## src/rtl/simd_exec_stage.sv

```systemverilog
// -----------------------------------------------------------------------------
// simd_exec_stage
//   Execute stage fed by the decode-stage register file. Applies one lane-wise
//   SIMD ALU operation per accepted instruction and holds the result until
//   writeback takes it. Non-MUL ops complete on the accept edge (latency 1);
//   MUL walks the lanes one per cycle through a single shared multiplier.
//
// Ports
//   clk, reset        rising-edge clock, asynchronous active-low reset
//   flush             synchronous kill of the in-flight op and pending output
//   inValid/inReady   upstream instruction handshake
//   aluOp             ADD SUB AND OR XOR SLL MUL PASS2 (000..111)
//   isVector, wrEn    destination kind / instruction writes a register
//   destReg           destination register index
//   operand1/2        lane-packed sources (lane0 in the low bits)
//   outValid/outReady result handshake towards writeback
//   result            lane-packed result, feeds the register-file dataIn
//   regToWrite        captured destReg
//   regWrEnSc/Vec     one-cycle write strobes on the result handshake
//   busy              a multi-cycle MUL is in progress
// -----------------------------------------------------------------------------
module simd_exec_stage #(
  parameter int regSize    = 16,
  parameter int vectorSize = 4,
  parameter int selBits    = 2
) (
  input  logic                         clk,
  input  logic                         reset,
  input  logic                         flush,
  input  logic                         inValid,
  output logic                         inReady,
  input  logic [2:0]                   aluOp,
  input  logic                         isVector,
  input  logic                         wrEn,
  input  logic [selBits-1:0]           destReg,
  input  logic [vectorSize*regSize-1:0] operand1,
  input  logic [vectorSize*regSize-1:0] operand2,
  output logic                         outValid,
  input  logic                         outReady,
  output logic [vectorSize*regSize-1:0] result,
  output logic [selBits-1:0]           regToWrite,
  output logic                         regWrEnSc,
  output logic                         regWrEnVec,
  output logic                         busy
);

  localparam int W  = vectorSize * regSize;
  localparam int SH = $clog2(regSize);
  localparam int LW = (vectorSize > 1) ? $clog2(vectorSize) : 1;

  typedef enum logic [2:0] {
    OP_ADD = 3'b000, OP_SUB = 3'b001, OP_AND = 3'b010, OP_OR    = 3'b011,
    OP_XOR = 3'b100, OP_SLL = 3'b101, OP_MUL = 3'b110, OP_PASS2 = 3'b111
  } alu_op_e;

  typedef enum logic {ST_IDLE, ST_MUL} state_e;

  state_e            state_q, state_d;
  logic [LW-1:0]     lane_idx;
  logic [W-1:0]      op_a_q, op_b_q;
  logic              wr_en_q, is_vec_q;
  logic              accept, drain, last_lane;
  logic [regSize-1:0] mul_a, mul_b, mul_lo;

  // Single-cycle lane-wise ALU. MUL is excluded here so only the shared
  // multiplier below exists.
  function automatic logic [W-1:0] alu_vec(input logic [2:0] op,
                                           input logic [W-1:0] a,
                                           input logic [W-1:0] b);
    logic [regSize-1:0] la, lb, lr;
    alu_vec = '0;
    for (int i = 0; i < vectorSize; i++) begin
      la = a[i*regSize +: regSize];
      lb = b[i*regSize +: regSize];
      case (op)
        OP_ADD:   lr = la + lb;
        OP_SUB:   lr = la - lb;
        OP_AND:   lr = la & lb;
        OP_OR:    lr = la | lb;
        OP_XOR:   lr = la ^ lb;
        OP_SLL:   lr = la << lb[SH-1:0];
        OP_PASS2: lr = lb;
        default:  lr = '0;
      endcase
      alu_vec[i*regSize +: regSize] = lr;
    end
  endfunction

  assign accept    = inValid & inReady;
  // A flush cycle never counts as a handshake, so no register write leaks out.
  assign drain     = outValid & outReady & ~flush;
  assign last_lane = (lane_idx == LW'(vectorSize - 1));

  assign mul_a  = op_a_q[lane_idx*regSize +: regSize];
  assign mul_b  = op_b_q[lane_idx*regSize +: regSize];
  assign mul_lo = mul_a * mul_b;   // low regSize bits of the unsigned product

  assign regWrEnSc  = drain & wr_en_q & ~is_vec_q;
  assign regWrEnVec = drain & wr_en_q &  is_vec_q;

  // ---------------- FSM: state register ----------------
  // NOTE: sequential state uses non-blocking assignments so every flop
  // samples pre-edge values regardless of block ordering.
  always_ff @(posedge clk or negedge reset) begin
    if (!reset) state_q <= ST_IDLE;
    else        state_q <= state_d;
  end

  // ---------------- FSM: next state ----------------
  // NOTE: default assignment first keeps this combinational block latch-free.
  always_comb begin
    state_d = state_q;
    if (flush) begin
      state_d = ST_IDLE;
    end else begin
      case (state_q)
        ST_IDLE: if (accept && aluOp == OP_MUL) state_d = ST_MUL;
        ST_MUL:  if (last_lane)                 state_d = ST_IDLE;
        default: state_d = ST_IDLE;
      endcase
    end
  end

  // ---------------- FSM: outputs ----------------
  always_comb begin
    busy    = (state_q == ST_MUL);
    inReady = (state_q == ST_IDLE) & ~flush & (~outValid | outReady);
  end

  // ---------------- Datapath / output register ----------------
  always_ff @(posedge clk or negedge reset) begin
    if (!reset) begin
      outValid   <= 1'b0;
      result     <= '0;
      regToWrite <= '0;
      lane_idx   <= '0;
      wr_en_q    <= 1'b0;
      is_vec_q   <= 1'b0;
      op_a_q     <= '0;
      op_b_q     <= '0;
    end else if (flush) begin
      outValid <= 1'b0;
      lane_idx <= '0;
    end else begin
      case (state_q)
        ST_IDLE: begin
          if (accept) begin
            wr_en_q    <= wrEn;
            is_vec_q   <= isVector;
            regToWrite <= destReg;
            op_a_q     <= operand1;
            op_b_q     <= operand2;
            lane_idx   <= '0;
            if (aluOp == OP_MUL) begin
              // Accept implies the old result drained this cycle.
              outValid <= 1'b0;
            end else begin
              result   <= alu_vec(aluOp, operand1, operand2);
              outValid <= 1'b1;
            end
          end else if (drain) begin
            outValid <= 1'b0;
          end
        end
        ST_MUL: begin
          result[lane_idx*regSize +: regSize] <= mul_lo;
          lane_idx <= last_lane ? '0 : lane_idx + 1'b1;
          if (last_lane) outValid <= 1'b1;
        end
        default: ;
      endcase
    end
  end

endmodule

```

## config.mk

```make
export PLATFORM = sky130hd
export DESIGN_NAME = simd_exec_stage
export DESIGN_NICKNAME = d
export VERILOG_FILES = /design/src/rtl/simd_exec_stage.sv
export SDC_FILE = /design/constraint.sdc
export NUM_CORES = 1
export LEC_CHECK = 0
export CAP_MARGIN = 5
export CELL_PAD_IN_SITES_DETAIL_PLACEMENT = 0
export CELL_PAD_IN_SITES_GLOBAL_PLACEMENT = 2
export CORE_MARGIN = 2
export CORE_UTILIZATION = 30
export DETAILED_ROUTE_END_ITERATION = 12
export HOLD_SLACK_MARGIN = 0.02
export PLACE_DENSITY_LB_ADDON = 0.1
export SLEW_MARGIN = 5
export SYNTH_ARGS = -nofsm -noshare
export SYNTH_HDL_FRONTEND = slang
export SYNTH_SLANG_ARGS = --single-unit
export TNS_END_PERCENT = 50
```

## constraint.sdc

```tcl
create_clock -name clk -period 6.4 [get_ports clk]
set_input_delay 1.28 -clock clk [delete_from_list [all_inputs] [get_ports clk]]
set_output_delay 1.28 -clock clk [all_outputs]
set_load 0.02 [all_outputs]
```

* After elaboration in Yosys (flattened, before gate mapping) *
Cells that the tools add are included.

storage, ports and cells
  flip-flop bits (word level) = 200
  logic and storage cells = 93
  output and inout port bits = 71

operators by class
  equality and inequality tests = 13
  multipliers = 1
  shift operators = 8
  multiplexer cells = 22
  $add $sub $neg = 10
  bitwise operators = 25
  reductions and logical operators = 5

operator list
  cell                                                                       number
  16-bit one-hot mux with 7 select lines                                     4
  64-bit two-way mux                                                         2
  64-bit one-hot mux with 2 select lines                                     1
  64-bit by 7-bit variable part select with 16-bit output                    2
  16-bit adder                                                               4
  16-bit AND                                                                 4
  64-bit bitwise mux                                                         1
  16-bit bitwise OR                                                          4
  16-bit by 34-bit variable shift with 64-bit output (first input constant)  1
  16-bit by 34-bit variable part select with 64-bit output                   1
  16-bit by 4-bit left shift with 16-bit output                              4
  16-bit subtractor                                                          4
  16-bit XOR                                                                 4
  6-bit negator with 34-bit output                                           1
  16-bit by 16-bit multiplier with 16-bit output                             1
  3-bit equality test (second input constant)                                4
  1-bit AND                                                                  8
  1-bit two-way mux                                                          8
  3-bit by 2-bit equality test with 1-bit output (second input constant)     2
  2-bit two-way mux                                                          3
  3-bit AND reduction                                                        2
  2-bit inequality test (second input constant)                              2
  4-bit inequality test (second input constant)                              1
  1-bit NOT                                                                  4
  11 further kinds                                                           12

* Logic depth before layout (Yosys ltp) *
  depth in word-level cells = 8
  gate-level depth with buffers = 26
  mapped depth without buffers = 22

* Worst setup path after synthesis *
No wires, ideal clock.

  kind = flip-flop to flip-flop
  start = register lane_idx[0]
  end = register result[15]
  setup slack = -0.116 ns
  period minus slack after synthesis = 6.516 ns
  data arrival time = 6.387 ns
  path buffers = 3
  cell stages (with the launch flop) = 24
  required time = 6.271 ns
  cell sequence = dfrtp_1 buf_6 buf_12 mux4_1 clkbuf_1 and2_1 fa_1 inv_1 fa_1 inv_1 fa_1 fa_1 inv_1 fa_1 fa_1 inv_1 ha_1 or3_1 nor3_1 nor2_1 xnor2_1 a21o_1 a2111oi_2 nor2_1

between the ends
  cells in the longest elaborated chain, start to end = 5
  elaborated cells on any way between the ends = 8
  classes of those cells = add/sub: 1; mul: 1; shift: 4; mux: 2

RTL lines
  element                                                                     line    text
  from (decl)                                                                 59      logic [LW-1:0] lane_idx;
  from (signal assigned)                                                      167     lane_idx <= last_lane ? '0 : lane_idx + 1'b1;
  64-bit by 7-bit variable part select with 16-bit output (on tied branches)  94, 95
  16-bit by 16-bit multiplier with 16-bit output                              96      assign mul_lo = mul_a * mul_b;
  16-bit by 34-bit variable part select with 64-bit output                    166     result[lane_idx*regSize +: regSize] <= mul_lo;
  64-bit bitwise mux *                                                        166
  64-bit one-hot mux with 2 select lines *                                    145     case (state_q)
  to (signal assigned)                                                        158     result <= alu_vec(aluOp, operand1, operand2);
  to (signal, indexed assignment)                                             166
  to (decl)                                                                   40      output logic [vectorSize*regSize-1:0] result,

Every way passes the cells marked *; elsewhere a longest branch is shown, timed or not.
A chain may end at the register's enable or synchronous reset.

* Worst setup path in the final report *
  start = register lane_idx[0]
  end = register result[47]

The elaborated chain is that of the path after synthesis.

==> flow_summary.json <==
{
  "relSlewSlack_pct": 16.9,
  "grt_pass1_wl_um": 156000,
  "r2r_start": "lane_idx[0]",
  "nFillCells": 7762,
  "p_comb_share_pct": 76.2,
  "leakagePower_nw": 12.4,
  "grt_util_all_layers_pct": 27.9,
  "grt_use_met2_pct": 44.9,
  "dr.first_iter.drc_count": 1887,
  "cts_max_level": 4,
  "seq_power_share_pct": 14.4,
  "busiest_layer": "met2",
  "root_buffer": "clkbuf_16",
  "synth_top_cell_by_area": "dfrtp_1",
  "intPower_mw": 6.15,
  "die_y_um": 279,
  "setup_ws_ns": -0.139,
  "clockBufferDepth": 2,
  "dpl.cell_count": 3918,
  "io_buffer_count": 210,
  "viasPerCell": 5.43,
  "fmax_ghz": 0.153,
  "layout-drive-gt1-share_pct": 12.1,
  "numCtsBuffers": 17,
  "maxCapViolCount": 0,
  "tightest_slew_ns": 1.25,
  "clock_latency_ns": 0.51,
  "synth_cells": 2748,
  "ant_nets": 0,
  "synth_warnings": 0,
  "setup_tns_ns": -0.284,
  "grt_antenna_before_repair": 4,
  "peakVddDrop_mv": 1.36,
  "dieArea_um2": 77900,
  "cts_sinks": 200,
  "setup_violations": 4,
  "design.core.area_um2": 74700,
  "crit_path_end_kind": "flip-flop",
  "wire_per_inst_um": 27.2,
  "power.total_mw": 12.5,
  "crit_start": "lane_idx[0]",
  "cp.required_ns": 6.79,
  "p_clk_share_pct": 9.4,
  "synth_cell_type_count": 73,
  "status": "finished with violations",
  "drc": 0,
  "power.net_switching_mw": 6.37,
  "fin_hold_ws_ns": 0.485,
  "overflow": 0,
  "min_from": "op_b_q[55]",
  "use_met1_pct": 38.2,
  "final-hold-violation-count": 0,
  "hold_buffers": 0,
  "drt_first_pass_iters": 6,
  "start_util_pct": 30.4,
  "vias": 21600,
  "ys_seq_area_share_pct": 22.0,
  "cp-start-kind": "flip-flop",
  "area_delta_synth_final_pct": 23.3,
  "synth_most_common_cell": "nand2_1",
  "fp.dieW_um": 279,
  "min_path_type": "flip-flop to flip-flop",
  "min_period_ns": 6.54,
  "crit_arrival_ns": 6.93,
  "synth_edf_count": 0,
  "ys.flop_type": "dfrtp_1",
  "rsz0062_at_grt": "true",
  "post-place-ws_ns": -0.289,
  "grt_use_met3_pct": 3.07,
  "final_cell_count_no_fill": 3981,
  "power_density_nw_per_um2": 447,
  "clk_pin_slew_ns": 0.09,
  "finalWirelength_um": 108000,
  "gp_congestion": 0.913,
  "grt_max_degree": 141,
  "timing_max_transition_violations_final": 0,
  "p_sw_share_pct": 50.9,
  "failed_checks": "negative setup slack",
  "critical_path_class": "flip-flop to flip-flop",
  "synth.cell_area_um2": 22700,
  "cts_tree": "yes",
  "synth_nets": 3221,
  "final_nets": 3471,
  "grt_pass1_vias": 21900,
  "io_pins": 211,
  "syn_avg_cell_area_um2": 8.27,
  "async_reset_ff_share_pct": 100,
  "ys_seq_elements": 200,
  "skew_ns": 0.0179,
  "rows": 100,
  "place_hpwl_um": 89200,
  "yosys-top-cells-count": "nand2_1, o21ai_0, inv_1, ha_1, dfrtp_1",
  "period_share_pct": 102,
  "worstPathMaxFanout": 6,
  "synth_top_area_share_pct": 22.0,
  "ys_top_cells_by_area": "dfrtp_1, ha_1, fa_1, nand2_1, o21ai_0"
}
==> metrics by stage <==
step,cell area (µm²),util [%]
floorplan,22700,-
global placement,26700,35.7
detailed placement,26700,35.7
CTS,27700,37.1
global route,28000,37.5
finish,28000,37.5
==> worst max-delay path, cell delays in order (launching register included) <==
cell and delay, ns:
dfrtp_2 0.42, buf_6 0.12, buf_12 0.11, mux4_2 0.54, buf_4 0.16, buf_6 0.11, nand2_2 0.06, fa_1 0.45
fa_1 0.62, inv_2 0.05, fa_1 0.46, fa_1 0.49, inv_1 0.05, fa_1 0.47, fa_1 0.54, inv_2 0.05
ha_4 0.16, or3_4 0.39, nor3_4 0.25, nor2_4 0.07, xnor2_2 0.15, xnor2_1 0.15, buf_4 0.22, a221oi_2 0.26
nor2_1 0.06
==> layout make-up <==
cell class | instances | area [µm²] | area share (%)
inverters | 263 | 987 | 3.52
multi-input cells | 2127 | 16500 | 58.8
clock buffers | 18 | 429 | 1.53
flip-flops and latches | 200 | 5010 | 17.9
clock inverters | 14 | 190 | 0.679
repair buffers | 389 | 3710 | 13.3
well taps | 969 | 1210 | 4.33
diodes | 1 | 2.50 | 0.00893
==> layer usage <==
layer / vias up / wire length (µm)
met5: - / 9
met4: 2 / 4530
met3: 109 / 4530
met2: 565 / 49600
met1: 10900 / 49500
li1: 10100 / -
==> power by group through the flow <==
stage	clock [mW]	sequential, mW	combinational, mW
CTS	1.21	1.81	8.86
finish	1.18	1.81	9.53
detailed placement	0	1.83	8.05
global placement	0	1.82	8.05
floorplan	0	1.84	3.58
global route	1.25	1.83	10.2
==> state kept, by name, indices dropped and copies added, names as in the netlist, 2 cells and up <==
signal      count
lane_idx        2
op_a_q         64
op_b_q         64
regToWrite      2
result         64
==> cell families (layout without fill, tap and decap cells) <==
kind of cell	Yosys count	in the layout	share of synthesized area [%]
flops	200	200	22.0
xor+xnor	138	138	5.42
buf+inv	421	684	7.18
mux	121	121	8.17
other cells	0	1	0
simple gates	785	785	15.3
fa+ha+maj	333	333	21.1
compound gates	750	750	20.8
==> final timing paths <==
check / end / slack (ns) / depth (start not counted)
max in group asynchronous: lane_idx[0] / 4.36 / 2
setup / recovery: result[47] / -0.14 / 24
setup reg to reg: result[47] / -0.14 / 24
hold / removal: op_b_q[55] / 0.49 / 2
min in group asynchronous: result[10] / 0.69 / 1
hold reg to reg: op_b_q[55] / 0.49 / 2
==> cells in the final DEF (no fill, tap or decap), types with 68 or more instances in the layout <==
cell,n
nand2_1,397
o21ai_0,255
inv_1,245
ha_1,240
clkdlybuf4s50_1,208
dfrtp_1,199
a21oi_1,148
buf_4,141
nor2_1,140
xnor2_1,102
fa_1,78
mux2i_1,68
==> timing repair <==
item                                    4_1_cts  5_1_grt
gates resized for setup                      66       64
endpoints found under the setup margin       16       28
buffers inserted                             23       12
pin swaps                                    41       37
No activity file was read; power rests on OpenSTA's default activity.
